**src/rtl/ctl_game_if.sv**
```systemverilog
// Signal bundle between the game controller and the surrounding trigger,
// duck and display logic.
interface ctl_game_if;
  logic       new_frame;
  logic       start;
  logic       shot_fired;
  logic       hit;
  logic       miss;
  logic       duck_gone;
  logic       duck_spawn;
  logic       duck_kill;
  logic       duck_flee;
  logic       duck_active;
  logic       game_over;
  logic [3:0] ammo;
  logic [3:0] ducks_left;
  logic [3:0] score_ones;
  logic [3:0] score_tens;

  modport master (
    output new_frame, start, shot_fired, hit, miss, duck_gone,
    input  duck_spawn, duck_kill, duck_flee, duck_active, game_over,
    input  ammo, ducks_left, score_ones, score_tens
  );

  modport slave (
    input  new_frame, start, shot_fired, hit, miss, duck_gone,
    output duck_spawn, duck_kill, duck_flee, duck_active, game_over,
    output ammo, ducks_left, score_ones, score_tens
  );
endinterface

```
**src/rtl/ctl_game.sv**
```systemverilog
// Duck-hunt game sequencer: spawns ducks, tracks ammo, BCD score and ducks
// remaining, and issues one-cycle spawn/kill/flee commands to duck control.
module ctl_game #(
  parameter int AMMO_PER_DUCK  = 3,
  parameter int DUCKS_PER_GAME = 9,
  parameter int FLY_TIMEOUT    = 600,
  parameter int PAUSE_FRAMES   = 60
) (
  input  logic       clk,
  input  logic       rst,
  ctl_game_if.slave  g
);

  localparam int CNT_MAX = (FLY_TIMEOUT > PAUSE_FRAMES) ? FLY_TIMEOUT : PAUSE_FRAMES;
  localparam int CNT_W   = $clog2(CNT_MAX + 1);

  typedef enum logic [2:0] {IDLE, SPAWN, FLY, FALL, FLEE, PAUSE, OVER} state_t;

  state_t           state;
  logic             start_q;
  logic [CNT_W-1:0] frame_cnt;
  logic             start_rise;
  logic             fly_timeout;
  logic             pause_done;
  logic             spawn_now;
  logic [3:0]       ammo_next;

  function automatic logic [7:0] bcd_inc(input logic [7:0] s);
    if (s == 8'h99)
      return s;
    else if (s[3:0] == 4'd9)
      return {s[7:4] + 4'd1, 4'd0};
    else
      return {s[7:4], s[3:0] + 4'd1};
  endfunction

  always_comb begin
    start_rise  = g.start & ~start_q;
    fly_timeout = g.new_frame && (frame_cnt == CNT_W'(FLY_TIMEOUT - 1));
    pause_done  = g.new_frame && (frame_cnt == CNT_W'(PAUSE_FRAMES - 1));
    ammo_next   = (g.shot_fired && (g.ammo != 4'd0)) ? g.ammo - 4'd1 : g.ammo;
    spawn_now   = (((state == IDLE) || (state == OVER)) && start_rise) ||
                  ((state == PAUSE) && pause_done && (g.ducks_left != 4'd0));
  end

  // History resets high so a start level already present at reset release
  // is not mistaken for a rising edge.
  always_ff @(posedge clk or negedge rst) begin
    if (!rst) begin
      state         <= IDLE;
      start_q       <= 1'b1;
      frame_cnt     <= '0;
      g.duck_spawn  <= 1'b0;
      g.duck_kill   <= 1'b0;
      g.duck_flee   <= 1'b0;
      g.duck_active <= 1'b0;
      g.game_over   <= 1'b0;
      g.ammo        <= 4'd0;
      g.ducks_left  <= 4'd0;
      g.score_ones  <= 4'd0;
      g.score_tens  <= 4'd0;
    end else begin
      start_q      <= g.start;
      g.duck_spawn <= 1'b0;
      g.duck_kill  <= 1'b0;
      g.duck_flee  <= 1'b0;
      if (spawn_now) begin
        state        <= SPAWN;
        g.duck_spawn <= 1'b1;
        g.ammo       <= 4'(AMMO_PER_DUCK);
        g.game_over  <= 1'b0;
        frame_cnt    <= '0;
        if (state == PAUSE) begin
          g.ducks_left <= g.ducks_left - 4'd1;
        end else begin
          g.ducks_left <= 4'(DUCKS_PER_GAME - 1);
          g.score_ones <= 4'd0;
          g.score_tens <= 4'd0;
        end
      end else begin
        case (state)
          SPAWN: begin
            state         <= FLY;
            g.duck_active <= 1'b1;
          end
          FLY: begin
            g.ammo <= ammo_next;
            if (g.new_frame) frame_cnt <= frame_cnt + 1'b1;
            // A hit wins over a simultaneous miss or timeout.
            if (g.hit) begin
              state                        <= FALL;
              g.duck_kill                  <= 1'b1;
              g.duck_active                <= 1'b0;
              {g.score_tens, g.score_ones} <= bcd_inc({g.score_tens, g.score_ones});
            end else if ((g.miss && (ammo_next == 4'd0)) || fly_timeout) begin
              state         <= FLEE;
              g.duck_flee   <= 1'b1;
              g.duck_active <= 1'b0;
            end
          end
          FALL, FLEE: begin
            if (g.duck_gone) begin
              state     <= PAUSE;
              frame_cnt <= '0;
            end
          end
          PAUSE: begin
            if (g.new_frame) frame_cnt <= frame_cnt + 1'b1;
            if (pause_done) begin
              state       <= OVER;
              g.game_over <= 1'b1;
            end
          end
          default: ;
        endcase
      end
    end
  end

endmodule

```
**src/flat_wrapper.sv**
```systemverilog
// flat-port wrapper written by rule: the top's interface ports become plain ports
module ctl_game_flat 
#(
  parameter int AMMO_PER_DUCK  = 3,
  parameter int DUCKS_PER_GAME = 9,
  parameter int FLY_TIMEOUT    = 600,
  parameter int PAUSE_FRAMES   = 60
)
  (clk, rst, g_new_frame, g_start, g_shot_fired, g_hit, g_miss, g_duck_gone, g_duck_spawn, g_duck_kill, g_duck_flee, g_duck_active, g_game_over, g_ammo, g_ducks_left, g_score_ones, g_score_tens);
  ctl_game_if g_i ();
  input  logic clk;
  input  logic rst;
  input wire logic [$bits(g_i.new_frame)-1:0] g_new_frame;
  input wire logic [$bits(g_i.start)-1:0] g_start;
  input wire logic [$bits(g_i.shot_fired)-1:0] g_shot_fired;
  input wire logic [$bits(g_i.hit)-1:0] g_hit;
  input wire logic [$bits(g_i.miss)-1:0] g_miss;
  input wire logic [$bits(g_i.duck_gone)-1:0] g_duck_gone;
  output wire logic [$bits(g_i.duck_spawn)-1:0] g_duck_spawn;
  output wire logic [$bits(g_i.duck_kill)-1:0] g_duck_kill;
  output wire logic [$bits(g_i.duck_flee)-1:0] g_duck_flee;
  output wire logic [$bits(g_i.duck_active)-1:0] g_duck_active;
  output wire logic [$bits(g_i.game_over)-1:0] g_game_over;
  output wire logic [$bits(g_i.ammo)-1:0] g_ammo;
  output wire logic [$bits(g_i.ducks_left)-1:0] g_ducks_left;
  output wire logic [$bits(g_i.score_ones)-1:0] g_score_ones;
  output wire logic [$bits(g_i.score_tens)-1:0] g_score_tens;
  assign g_i.new_frame = g_new_frame;
  assign g_i.start = g_start;
  assign g_i.shot_fired = g_shot_fired;
  assign g_i.hit = g_hit;
  assign g_i.miss = g_miss;
  assign g_i.duck_gone = g_duck_gone;
  assign g_duck_spawn = g_i.duck_spawn;
  assign g_duck_kill = g_i.duck_kill;
  assign g_duck_flee = g_i.duck_flee;
  assign g_duck_active = g_i.duck_active;
  assign g_game_over = g_i.game_over;
  assign g_ammo = g_i.ammo;
  assign g_ducks_left = g_i.ducks_left;
  assign g_score_ones = g_i.score_ones;
  assign g_score_tens = g_i.score_tens;
  ctl_game #(.AMMO_PER_DUCK(AMMO_PER_DUCK), .DUCKS_PER_GAME(DUCKS_PER_GAME), .FLY_TIMEOUT(FLY_TIMEOUT), .PAUSE_FRAMES(PAUSE_FRAMES)) u_core (.clk(clk), .rst(rst), .g(g_i));
endmodule
```
**config.mk**
```make
export PLATFORM = sky130hd
export DESIGN_NAME = ctl_game_flat
export DESIGN_NICKNAME = d
export VERILOG_FILES = /design/src/rtl/ctl_game_if.sv /design/src/rtl/ctl_game.sv /design/src/flat_wrapper.sv
export SDC_FILE = /design/constraint.sdc
export NUM_CORES = 1
export LEC_CHECK = 0
export CORE_ASPECT_RATIO = 0.6
export CORE_MARGIN = 2
export CORE_UTILIZATION = 58
export DETAILED_ROUTE_END_ITERATION = 12
export GPL_TIMING_DRIVEN = 0
export PLACE_DENSITY = 0.9
export SLEW_MARGIN = 30
export SYNTH_ARGS = -nofsm -noshare
export SYNTH_HDL_FRONTEND = slang
export SYNTH_SLANG_ARGS = --single-unit
```
**constraint.sdc**
```tcl
create_clock -name clk -period 5.1 [get_ports clk]
set_input_delay 1.02 -clock clk [delete_from_list [all_inputs] [get_ports clk]]
set_output_delay 1.02 -clock clk [all_outputs]
set_load 0.01 [all_outputs]
```
==> impl_metrics.toml <==
[status]
status = "finished, final reports clean"

[clock_network]
cts_setup_buffers = 0
cts_root_buffer = "clkbuf_8"
cts_max_level = 2
cts.sinks = 35
clock_latency_ps = 290
cts_max_path_buffers = 2
tritoncts = "yes"
postCtsHoldBufs = 0
cts.repair.resized = 0
cts_made_buffers = 5
clk_pin_slew_worst_paths_ps = 70

[timing]
layout_worst_path_cycle_share_pct = 57.65
setup_violations = 0
fin_crit_ps = 2940
fmax_mhz = 340.1
tns_ps = 0
rsz0062_at_grt = "no"
final_hold_viol_count = 0
slew_headroom_pct = 57.54
final-max-slew-violation-count = 0
fin_worst_skew_ps = 6.860
worstMarginPinSlew_ps = 636.8

[global_routing]
grt_overflow = 0
antenna_found_initial = 0
grtUsageTotal_pct = 26.52
grt_pass1_vias = 1699
grt_pass1_wl_mm = 8.004
grt_max_degree = 20

[layout]
layout.nets = 262
multiInputGateArea_sq_um = 1008
antenna_cells = 0
register_area_sq_um = 877.1
syn2layout_area_growth_pct = 23.60
drive_above_1_share_pct = 10.08
fillers = 246

[die]
die_w_um = 79.09
core_area_sq_um = 3243
rows = 16
ioPinCount = 29
die_y_um = 49.05
dieArea_sq_um = 3879
floorplan.initialDensity_pct = 60.49

[routing]
avgViaCountPerCell = 5.966
drtIter0Drc = 130
routed_wl_mm = 4.628
drc = 0
vias = 1748
ant_nets = 0
dr.pass1.iters = 4
wl_per_cell_um = 15.80

[power_and_ir_drop]
powerDensity_nw_per_um2 = 327.2
leakage_nw = 1.030
vdd_ir_drop_max_uv = 185.1
p_total_w = 0.0007933

[worst_hold_path]
hold_path.class = "reg -> reg"

[critical_path]
critical_path_class = "in -> reg"
crit_arrival_ps = 3120
cp_max_fo = 10
worstSetupEndpointType = "register"
worstPathRequired_ps = 5280
critPathLaunchType = "input port"

[logic_synthesis]
synth_edf_count = 0
async_flop_share_pct = 100.0
synth_top_family_by_area = "simple AND/OR/NAND/NOR gates"
ys_ff_latch = 35
ys_warn_count = 0
synth.area.mux_share_pct = 1.531
synth.avg_cell_area_sq_um = 9.298
synth_xor_xnor_area_share_pct = 4.464
yosys.area_share.simple_pct = 24.11
synth-compound-area-share_pct = 16.84
synth_seq_area_share_pct = 44.71
syn_area_sq_um = 1962
synthCells = 211
yosysUniqueCellTypes = 52
synth_fa_ha_area_share_pct = 4.464
synth_nets = 226
synthFlopType = "dfrtp_1"

[job]
maxCapViolCount = 0

[placed_design]
hpwl_mm = 3.441
numPortBuffers = 28
place_congestion = 0.8504
-- cell usage in the layout (no fill, tap or decap), drive strengths merged, types with 3 or more instances in the layout --
master / count
clkbuf: 9
or4: 3
a21oi: 18
ha: 7
nor3: 4
clkdlybuf4s50: 27
o21ai: 10
nand3b: 3
inv: 15
dfrtp: 34
nor2: 20
nand3: 8
or3b: 3
mux2i: 3
buf: 4
nand2: 23
xnor2: 9
or3: 5
a211oi: 7
nand2b: 3
-- state kept, by name (all words and copies together) (netlist names) --
name and count:
u_core.g.duck_kill 1, u_core.g.duck_spawn 1, u_core.g.duck_flee 1, u_core.g.ammo 4
u_core.state 3, u_core.g.duck_active 1, u_core.g.game_over 1, u_core.frame_cnt 10
u_core.g.score_tens 4, u_core.start_q 1, u_core.g.score_ones 4, u_core.g.ducks_left 4
-- layer usage --
layer	track usage, %	share of wire (%)	vias to the layer above	wire [um]
met1	40.44	47	838	2172
met4	6.897	0.58	0	27
met3	6.296	8.3	4	386
met2	37.99	44	76	2042
li1	-	-	830	-
met5	0	0	-	0
-- Yosys cell counts (3+ instances only) --
cell type	n	area share (%)
o21ai_0	10	2.6
a21oi_1	17	4.3
ha_1	7	4.5
dfrtp_1	34	43
nor3_1	4	1.0
inv_1	14	2.7
a211oi_1	7	2.7
xnor2_1	9	4.0
nand2b_1	3	0.96
mux2i_1	3	1.5
nand3_1	8	2.0
or3_1	3	0.96
nor2_1	20	3.8
nand3b_1	3	1.1
nand2_1	23	4.4
-- report_power, final --
| group | switching [W] | total, W | internal, W |
|---|---|---|---|
| Clock | 0.000104 | 0.000227 | 0.000123 |
| Combinational | 0.000110 | 0.000202 | 0.0000913 |
| Sequential | 0.0000496 | 0.000365 | 0.000315 |
-- worst paths after layout --
check | from | endpoint | slack [ps] | cells past startpoint
setup reg to reg | u_core.g.ducks_left[0]$_DFFE_PN0N_ | u_core.g.score_tens[1]$_DFFE_PN0P_ | 2510 | 8
max in group asynchronous | rst | u_core.start_q$_DFF_PN1_ | 3940 | 2
hold reg to reg | u_core.g.game_over$_DFFE_PN0P_ | u_core.g.game_over$_DFFE_PN0P_ | 540 | 2
hold / removal | u_core.g.game_over$_DFFE_PN0P_ | u_core.g.game_over$_DFFE_PN0P_ | 540 | 2
setup / recovery | g_new_frame | u_core.state[2]$_DFFE_PN0P_ | 2160 | 7
min in group asynchronous | rst | u_core.frame_cnt[6]$_DFFE_PN0P_ | 650 | 1
-- layout make-up --
type,count,share of cell area (%)
Sequential cell,35,36.17
Multi-Input combinational cell,157,41.59
Inverter,15,2.322
Timing Repair Buffer,29,12.49
Clock buffer,7,3.973
Clock inverter,1,0.3096
Tap cell,45,2.322
Buffer,4,0.8256
-- stage by stage --
| stage | worst slack, ps | cells | area, sq um | hold WS (ps) | util, % |
|---|---|---|---|---|---|
| finish | 2160 | 293 | 2425 | 535.2 | 74.77 |
| global route | 2057 | 293 | 2425 | 571.7 | 74.77 |
| CTS | 2181 | 293 | 2425 | 545.5 | 74.77 |
| detailed placement | 1902 | 285 | 2321 | 523.7 | 71.57 |
| global placement | 1927 | 284 | 2298 | 498.6 | 70.87 |
| floorplan | 2626 | 211 | 1962 | 518.9 | - |
-- critical path, stage by stage --
cell	delay (ps)
clkdlybuf4s50_1	510
or3b_2	520
nor4_4	320
a21oi_2	240
inv_2	240
nor2_1	70
a31o_2	210
-- kinds of logic after synthesis --
logic type,count (synthesis)
simple gates,86
flops,35
fa+ha+maj,7
mux,3
buf+inv,19
xor+xnor,10
compound gates,51
No activity file was read; power rests on OpenSTA's default activity.
